`config.mk`:
```
export PLATFORM = sky130hd
export DESIGN_NAME = cordic_vector
export DESIGN_NICKNAME = d
export VERILOG_FILES = /design/src/rtl/cordic_vector.sv
export SDC_FILE = /design/constraint.sdc
export NUM_CORES = 2
export LEC_CHECK = 0
export ABC_AREA = 1
export CAP_MARGIN = 20
export CORE_MARGIN = 5
export CORE_UTILIZATION = 50
export DETAILED_ROUTE_END_ITERATION = 16
export GPL_TIMING_DRIVEN = 0
export PLACE_DENSITY = 0.67
export SLEW_MARGIN = 10
export SYNTH_ARGS = -nofsm -noshare
export SYNTH_HDL_FRONTEND = slang
export SYNTH_SLANG_ARGS = --single-unit
```
`constraint.sdc`:
```
create_clock -name clk -period 11.2 [get_ports clk]
set_clock_uncertainty 0.2 [all_clocks]
set_input_delay 1.12 -clock clk [delete_from_list [all_inputs] [get_ports clk]]
set_output_delay 1.12 -clock clk [all_outputs]
set_load 0.05 [all_outputs]
```
`src/rtl/cordic_vector.sv`:
```
// cordic_vector -- iterative vectoring-mode CORDIC computing atan2(y, x) and
// the gain-compensated magnitude sqrt(x^2 + y^2) of a signed 32-bit vector.
//
// One micro-rotation is done per clock. After the accepting edge there are
// ITER iteration edges, then one scaling edge. So a result takes ITER+2
// cycles, and a new request can be accepted in the cycle that done is high.
//
// Ports
//   clk        sole clock, rising edge
//   rst        asynchronous, active-high reset
//   start      request, sampled only while idle
//   x_in/y_in  signed 32-bit coordinates (any common fixed-point scale)
//   angle_out  atan2(y, x) in radians, Q3.29, range [-pi, +pi]
//   mag_out    magnitude in input scale, saturated to 2^31-1, never negative
//   busy       high while an operation is in flight
//   done       one-cycle pulse; outputs are valid from that cycle until the
//              next done
module cordic_vector #(
    parameter int ITER = 30             // micro-rotations, legal 16..30
) (
    input  logic               clk,
    input  logic               rst,
    input  logic               start,
    input  logic signed [31:0] x_in,
    input  logic signed [31:0] y_in,
    output logic signed [31:0] angle_out,
    output logic signed [31:0] mag_out,
    output logic               busy,
    output logic               done
);

    typedef enum logic [1:0] {
        S_IDLE,
        S_ITER,
        S_SCALE
    } state_t;

    localparam logic [4:0]         LAST_IDX = 5'(ITER - 1);
    localparam logic signed [33:0] HALF_PI  = 34'sd843314857;    // pi/2, Q3.29
    localparam logic signed [65:0] INV_K    = 66'sd652032874;    // 1/K, Q1.30
    localparam logic signed [65:0] RND_HALF = 66'sd536870912;    // 2^29
    localparam logic signed [65:0] MAG_MAX  = 66'sd2147483647;

    state_t             state;
    state_t             state_nxt;
    logic [4:0]         iter_idx;

    // 35-bit x/y leave headroom for sqrt(2) * 2^31 * K (about 5e9).
    logic signed [34:0] x_r;
    logic signed [34:0] y_r;
    logic signed [33:0] z_r;
    logic               zero_in;        // captured vector was (0, 0)

    logic signed [34:0] x_ext;
    logic signed [34:0] y_ext;
    logic signed [34:0] x_sh;
    logic signed [34:0] y_sh;
    logic signed [33:0] atan_i;
    logic signed [65:0] prod;
    logic signed [65:0] mag_full;
    logic signed [31:0] mag_sat;

    // atan(2^-i) in Q3.29, rounded to nearest.
    function automatic logic signed [33:0] atan_lut(input logic [4:0] idx);
        logic signed [33:0] v;
        case (idx)
            5'd0:    v = 34'sd421657428;
            5'd1:    v = 34'sd248918915;
            5'd2:    v = 34'sd131521918;
            5'd3:    v = 34'sd66762579;
            5'd4:    v = 34'sd33510843;
            5'd5:    v = 34'sd16771758;
            5'd6:    v = 34'sd8387925;
            5'd7:    v = 34'sd4194219;
            5'd8:    v = 34'sd2097141;
            5'd9:    v = 34'sd1048575;
            5'd10:   v = 34'sd524288;
            5'd11:   v = 34'sd262144;
            5'd12:   v = 34'sd131072;
            5'd13:   v = 34'sd65536;
            5'd14:   v = 34'sd32768;
            5'd15:   v = 34'sd16384;
            5'd16:   v = 34'sd8192;
            5'd17:   v = 34'sd4096;
            5'd18:   v = 34'sd2048;
            5'd19:   v = 34'sd1024;
            5'd20:   v = 34'sd512;
            5'd21:   v = 34'sd256;
            5'd22:   v = 34'sd128;
            5'd23:   v = 34'sd64;
            5'd24:   v = 34'sd32;
            5'd25:   v = 34'sd16;
            5'd26:   v = 34'sd8;
            5'd27:   v = 34'sd4;
            5'd28:   v = 34'sd2;
            5'd29:   v = 34'sd1;
            default: v = 34'sd0;
        endcase
        return v;
    endfunction

    assign x_ext  = {{3{x_in[31]}}, x_in};
    assign y_ext  = {{3{y_in[31]}}, y_in};
    assign x_sh   = x_r >>> iter_idx;
    assign y_sh   = y_r >>> iter_idx;
    assign atan_i = atan_lut(iter_idx);

    // Gain compensation: round((x * 1/K) >>> 30), clamped to [0, 2^31-1].
    assign prod     = {{31{x_r[34]}}, x_r} * INV_K;
    assign mag_full = (prod + RND_HALF) >>> 30;

    always_comb begin
        mag_sat = mag_full[31:0];
        if (mag_full > MAG_MAX)
            mag_sat = 32'sh7fff_ffff;
        else if (mag_full < 0)
            mag_sat = 32'sd0;
    end

    // State register
    always_ff @(posedge clk or posedge rst) begin
        if (rst)
            state <= S_IDLE;
        else
            state <= state_nxt;
    end

    // Next-state logic
    always_comb begin
        state_nxt = state;
        case (state)
            S_IDLE:  if (start) state_nxt = S_ITER;
            S_ITER:  if (iter_idx == LAST_IDX) state_nxt = S_SCALE;
            S_SCALE: state_nxt = S_IDLE;
            default: state_nxt = S_IDLE;
        endcase
    end

    // Datapath and registered outputs
    always_ff @(posedge clk or posedge rst) begin
        if (rst) begin
            x_r       <= '0;
            y_r       <= '0;
            z_r       <= '0;
            iter_idx  <= '0;
            zero_in   <= 1'b0;
            angle_out <= '0;
            mag_out   <= '0;
            busy      <= 1'b0;
            done      <= 1'b0;
        end else begin
            done <= 1'b0;
            case (state)
                S_IDLE: begin
                    if (start) begin
                        // Fold the left half-plane into the right half so the
                        // micro-rotations only need to cover +/- ~99 degrees.
                        if (!x_in[31]) begin
                            x_r <= x_ext;
                            y_r <= y_ext;
                            z_r <= '0;
                        end else if (!y_in[31]) begin
                            x_r <= y_ext;
                            y_r <= -x_ext;
                            z_r <= HALF_PI;
                        end else begin
                            x_r <= -y_ext;
                            y_r <= x_ext;
                            z_r <= -HALF_PI;
                        end
                        // (0,0) would otherwise accumulate the whole atan
                        // table as y never goes negative.
                        zero_in  <= (x_in == 32'sd0) && (y_in == 32'sd0);
                        iter_idx <= '0;
                        busy     <= 1'b1;
                    end
                end
                S_ITER: begin
                    // Rotate toward the x axis: y < 0 rotates counter-clockwise.
                    if (y_r[34]) begin
                        x_r <= x_r - y_sh;
                        y_r <= y_r + x_sh;
                        z_r <= z_r - atan_i;
                    end else begin
                        x_r <= x_r + y_sh;
                        y_r <= y_r - x_sh;
                        z_r <= z_r + atan_i;
                    end
                    iter_idx <= iter_idx + 5'd1;
                end
                S_SCALE: begin
                    mag_out   <= mag_sat;
                    angle_out <= zero_in ? 32'sd0 : z_r[31:0];
                    done      <= 1'b1;
                    busy      <= 1'b0;
                end
                default: ;
            endcase
        end
    end

endmodule
```
==> impl_metrics.yaml <==
clocking:
  postCtsSetupBuffers: 0
  clk_latency_ns: 0.57
  cts_hold_buffers: 0
  cts_tree: "done"
  clock-sinks: 176
  path_clk_slew_ns: 0.08
  root_buffer: "clkbuf_16"
  numCtsBuffers: 17
  cts_max_path_buffers: 2
  cts-htree-levels: 4
  cts_resized: 0
flow_run:
  cap_violations: 0
yosys:
  synth_top_cell_area_share: 0.2551
  synth_edf_count: 0
  seq_area_frac_synth: 0.09612
  synth_area_per_cell_um2: 7.082
  ys.warnings.count: 0
  synth_area_leaders: "fa_1 26%, nand2_1 13%, ha_1 13%"
  synth_nets: 7581
  ys_types: 62
  syn_inst: 6470
  yosysTopAreaCell: "fa_1"
  syn-cell-area_um2: 45820
  synth-seq-cells: 176
  synth_top_flop_cell: "dfrtp_1"
  async_flop_share: 1.000
placed_design:
  place_hpwl_mm: 152.8
  gp_congestion: 1.075
  portBuffers: 132
detailed_routing:
  drc_errors: 0
  firstDrtPassIters: 8
  avgRoutedWirePerCell_um: 22.89
  drt_wl_total_mm: 179.1
  ant_nets: 0
  initialDrtViolationCount: 3628
  viasPerCell: 5.564
  via_count: 43540
floorplan:
  die_h_um: 312.7
  num_io_pins: 133
  core_area_um2: 91250
  row_count: 111
  start_util: 0.5022
  dieArea_um2: 97800
  die-width_um: 312.7
cells_and_area:
  drive_gt1_frac: 0.03781
  seq_area_um2: 4408
  utilization: 0.5411
  final_common_cell: "nand2_1"
  final_cell_mix: "1569 x nand2_1, 1420 x inv_1, 584 x fa_1"
  multiInputGateArea_um2: 35220
  areaGrowthSynthToFinish_pct: 7.744
  n_fill_cell: 9218
  nets: 7738
sta:
  max_freq_ghz: 0.1040
  finalCritPeriodShare: 0.8586
  drv_slew: 0
  setup_viol: 0
  worstMarginPinSlew_ns: 1.174
  finalHoldViolations: 0
  slew-limit-headroom: 0.2176
  min_period_ns: 9.617
  rsz0062_at_grt: "false"
setup_path:
  worstSetupStartpointType: "flip-flop"
  cp_data_required_time_ns: 11.43
  r2r_slack_ns: 1.58
  path_class: "flip-flop to flip-flop"
  critPathMostFrequentCell: "fa_1"
  timing.rr.start: "x_r[9]"
  rr_worst_depth: 32
  endpoint_kind: "flip-flop"
  timing.rr.end: "mag_out[24]"
  critPathMaxStageDelay_ns: 0.95
  crit_fanout: 10
  cpMaxStageDelayCell: "dfrtp_1"
  cp.arrival_ns: 9.85
global_routing:
  grt_pass1_wl_mm: 267.6
  grt_max_degree: 90
  overflow: 0
  grt_pass1_vias: 43790
  antenna_found_initial: 2
  grt_usage: 0.3627
worst_hold_path:
  hp-class: "flip-flop to flip-flop"
  worst_hold_path.endpoint: "angle_out[19]"
  hold_start: "angle_out[19]"
  holdPathStages: 2
status:
  status: "finished clean"
## Yosys cell counts, types with 11 or more instances
cell and instances:
o21ai_0 308, dfrtp_1 176, ha_1 460, buf_1 30
o21ai_1 56, a31oi_1 61, clkinv_1 14, o31ai_1 40
clkbuf_1 80, mux2i_1 27, inv_1 1422, nor2_1 416
buf_2 31, nand3b_1 11, xnor2_1 67, nand3_2 25
nor3_1 47, nand4_1 43, a21oi_1 282, fa_1 584
nand3_1 241, xor2_1 126, nor2_2 33, o221ai_1 34
nand2_1 1569, nor4_1 21, a21o_1 12, a22oi_1 36
inv_2 26, nand2_2 46, o211ai_1 34
## routing by layer
layer / GRT usage / vias up / wire length, um
met1: 0.4390 / 20810 / 69580
li1: - / 20430 / -
met2: 0.6080 / 1782 / 83160
met3: 0.05911 / 519 / 12480
met5: 0 / - / 13
met4: 0.2218 / 2 / 13920
## registers in the layout, indices dropped and copies added (netlist names)
register,flops
angle_out,32
busy,1
done,1
iter_idx,5
mag_out,32
state,2
x_r,35
y_r,35
z_r,32
zero_in,1
## kinds of logic (layout without fill, tap and decap cells)
| logic type | count (synthesis) | in the layout | synth area share |
|---|---|---|---|
| buf+inv | 1616 | 1785 | 0.1354 |
| simple gates | 2495 | 2495 | 0.2301 |
| other cells | 0 | 1 | 0 |
| xor+xnor | 193 | 193 | 0.03689 |
| compound gates | 919 | 919 | 0.1148 |
| fa+ha+maj | 1044 | 1044 | 0.3808 |
| mux | 27 | 27 | 0.005898 |
| flops | 176 | 176 | 0.09612 |
## worst max path at each step
stage,endpoint,start,slack [ns]
2_1_floorplan,mag_out[25],x_r[34],1.73
3_3_place_gp,mag_out[24],x_r[34],-0.85
3_5_place_dp,mag_out[29],x_r[34],1.63
4_1_cts,mag_out[29],x_r[34],1.58
5_1_grt,mag_out[17],x_r[34],1.02
6_report,mag_out[24],x_r[9],1.58
## metrics by stage
step                hold WS [ns]  instance area [um^2]  std cells  setup slack (ns)  TNS (ns)
finish                    0.2818                 49370       7826             1.583         0
global route              0.3057                 49370       7825             1.024         0
CTS                       0.2876                 49340       7824             1.576         0
detailed placement        0.2653                 48750       7793             1.629         0
global placement          0.2662                 48630       7788           -0.8489    -25.67
floorplan                 0.2590                 45820       6470             1.733         0
## area by class of cell
cell class              instances  share of cell area
inverters                    1462              0.1114
plain buffers                 154             0.01455
clock inverters                14            0.003371
well taps                    1186             0.03006
multi-input cells            4678              0.7134
diodes                          1          0.00005069
repair buffers                138             0.02935
flip-flops and latches        176             0.08928
clock buffers                  17            0.008617
## critical path, delay by kind of cell, from the launching register on
family | cells | cell delay (ns)
simple gates | 15 | 2.01
xor+xnor | 1 | 0.21
flops | 1 | 0.95
fa+ha+maj | 10 | 5.00
buf+inv | 6 | 1.11
Power is left out: the tool's default activity adds up to more than one toggle a clock period on the data nets, which glitch-free logic cannot reach.
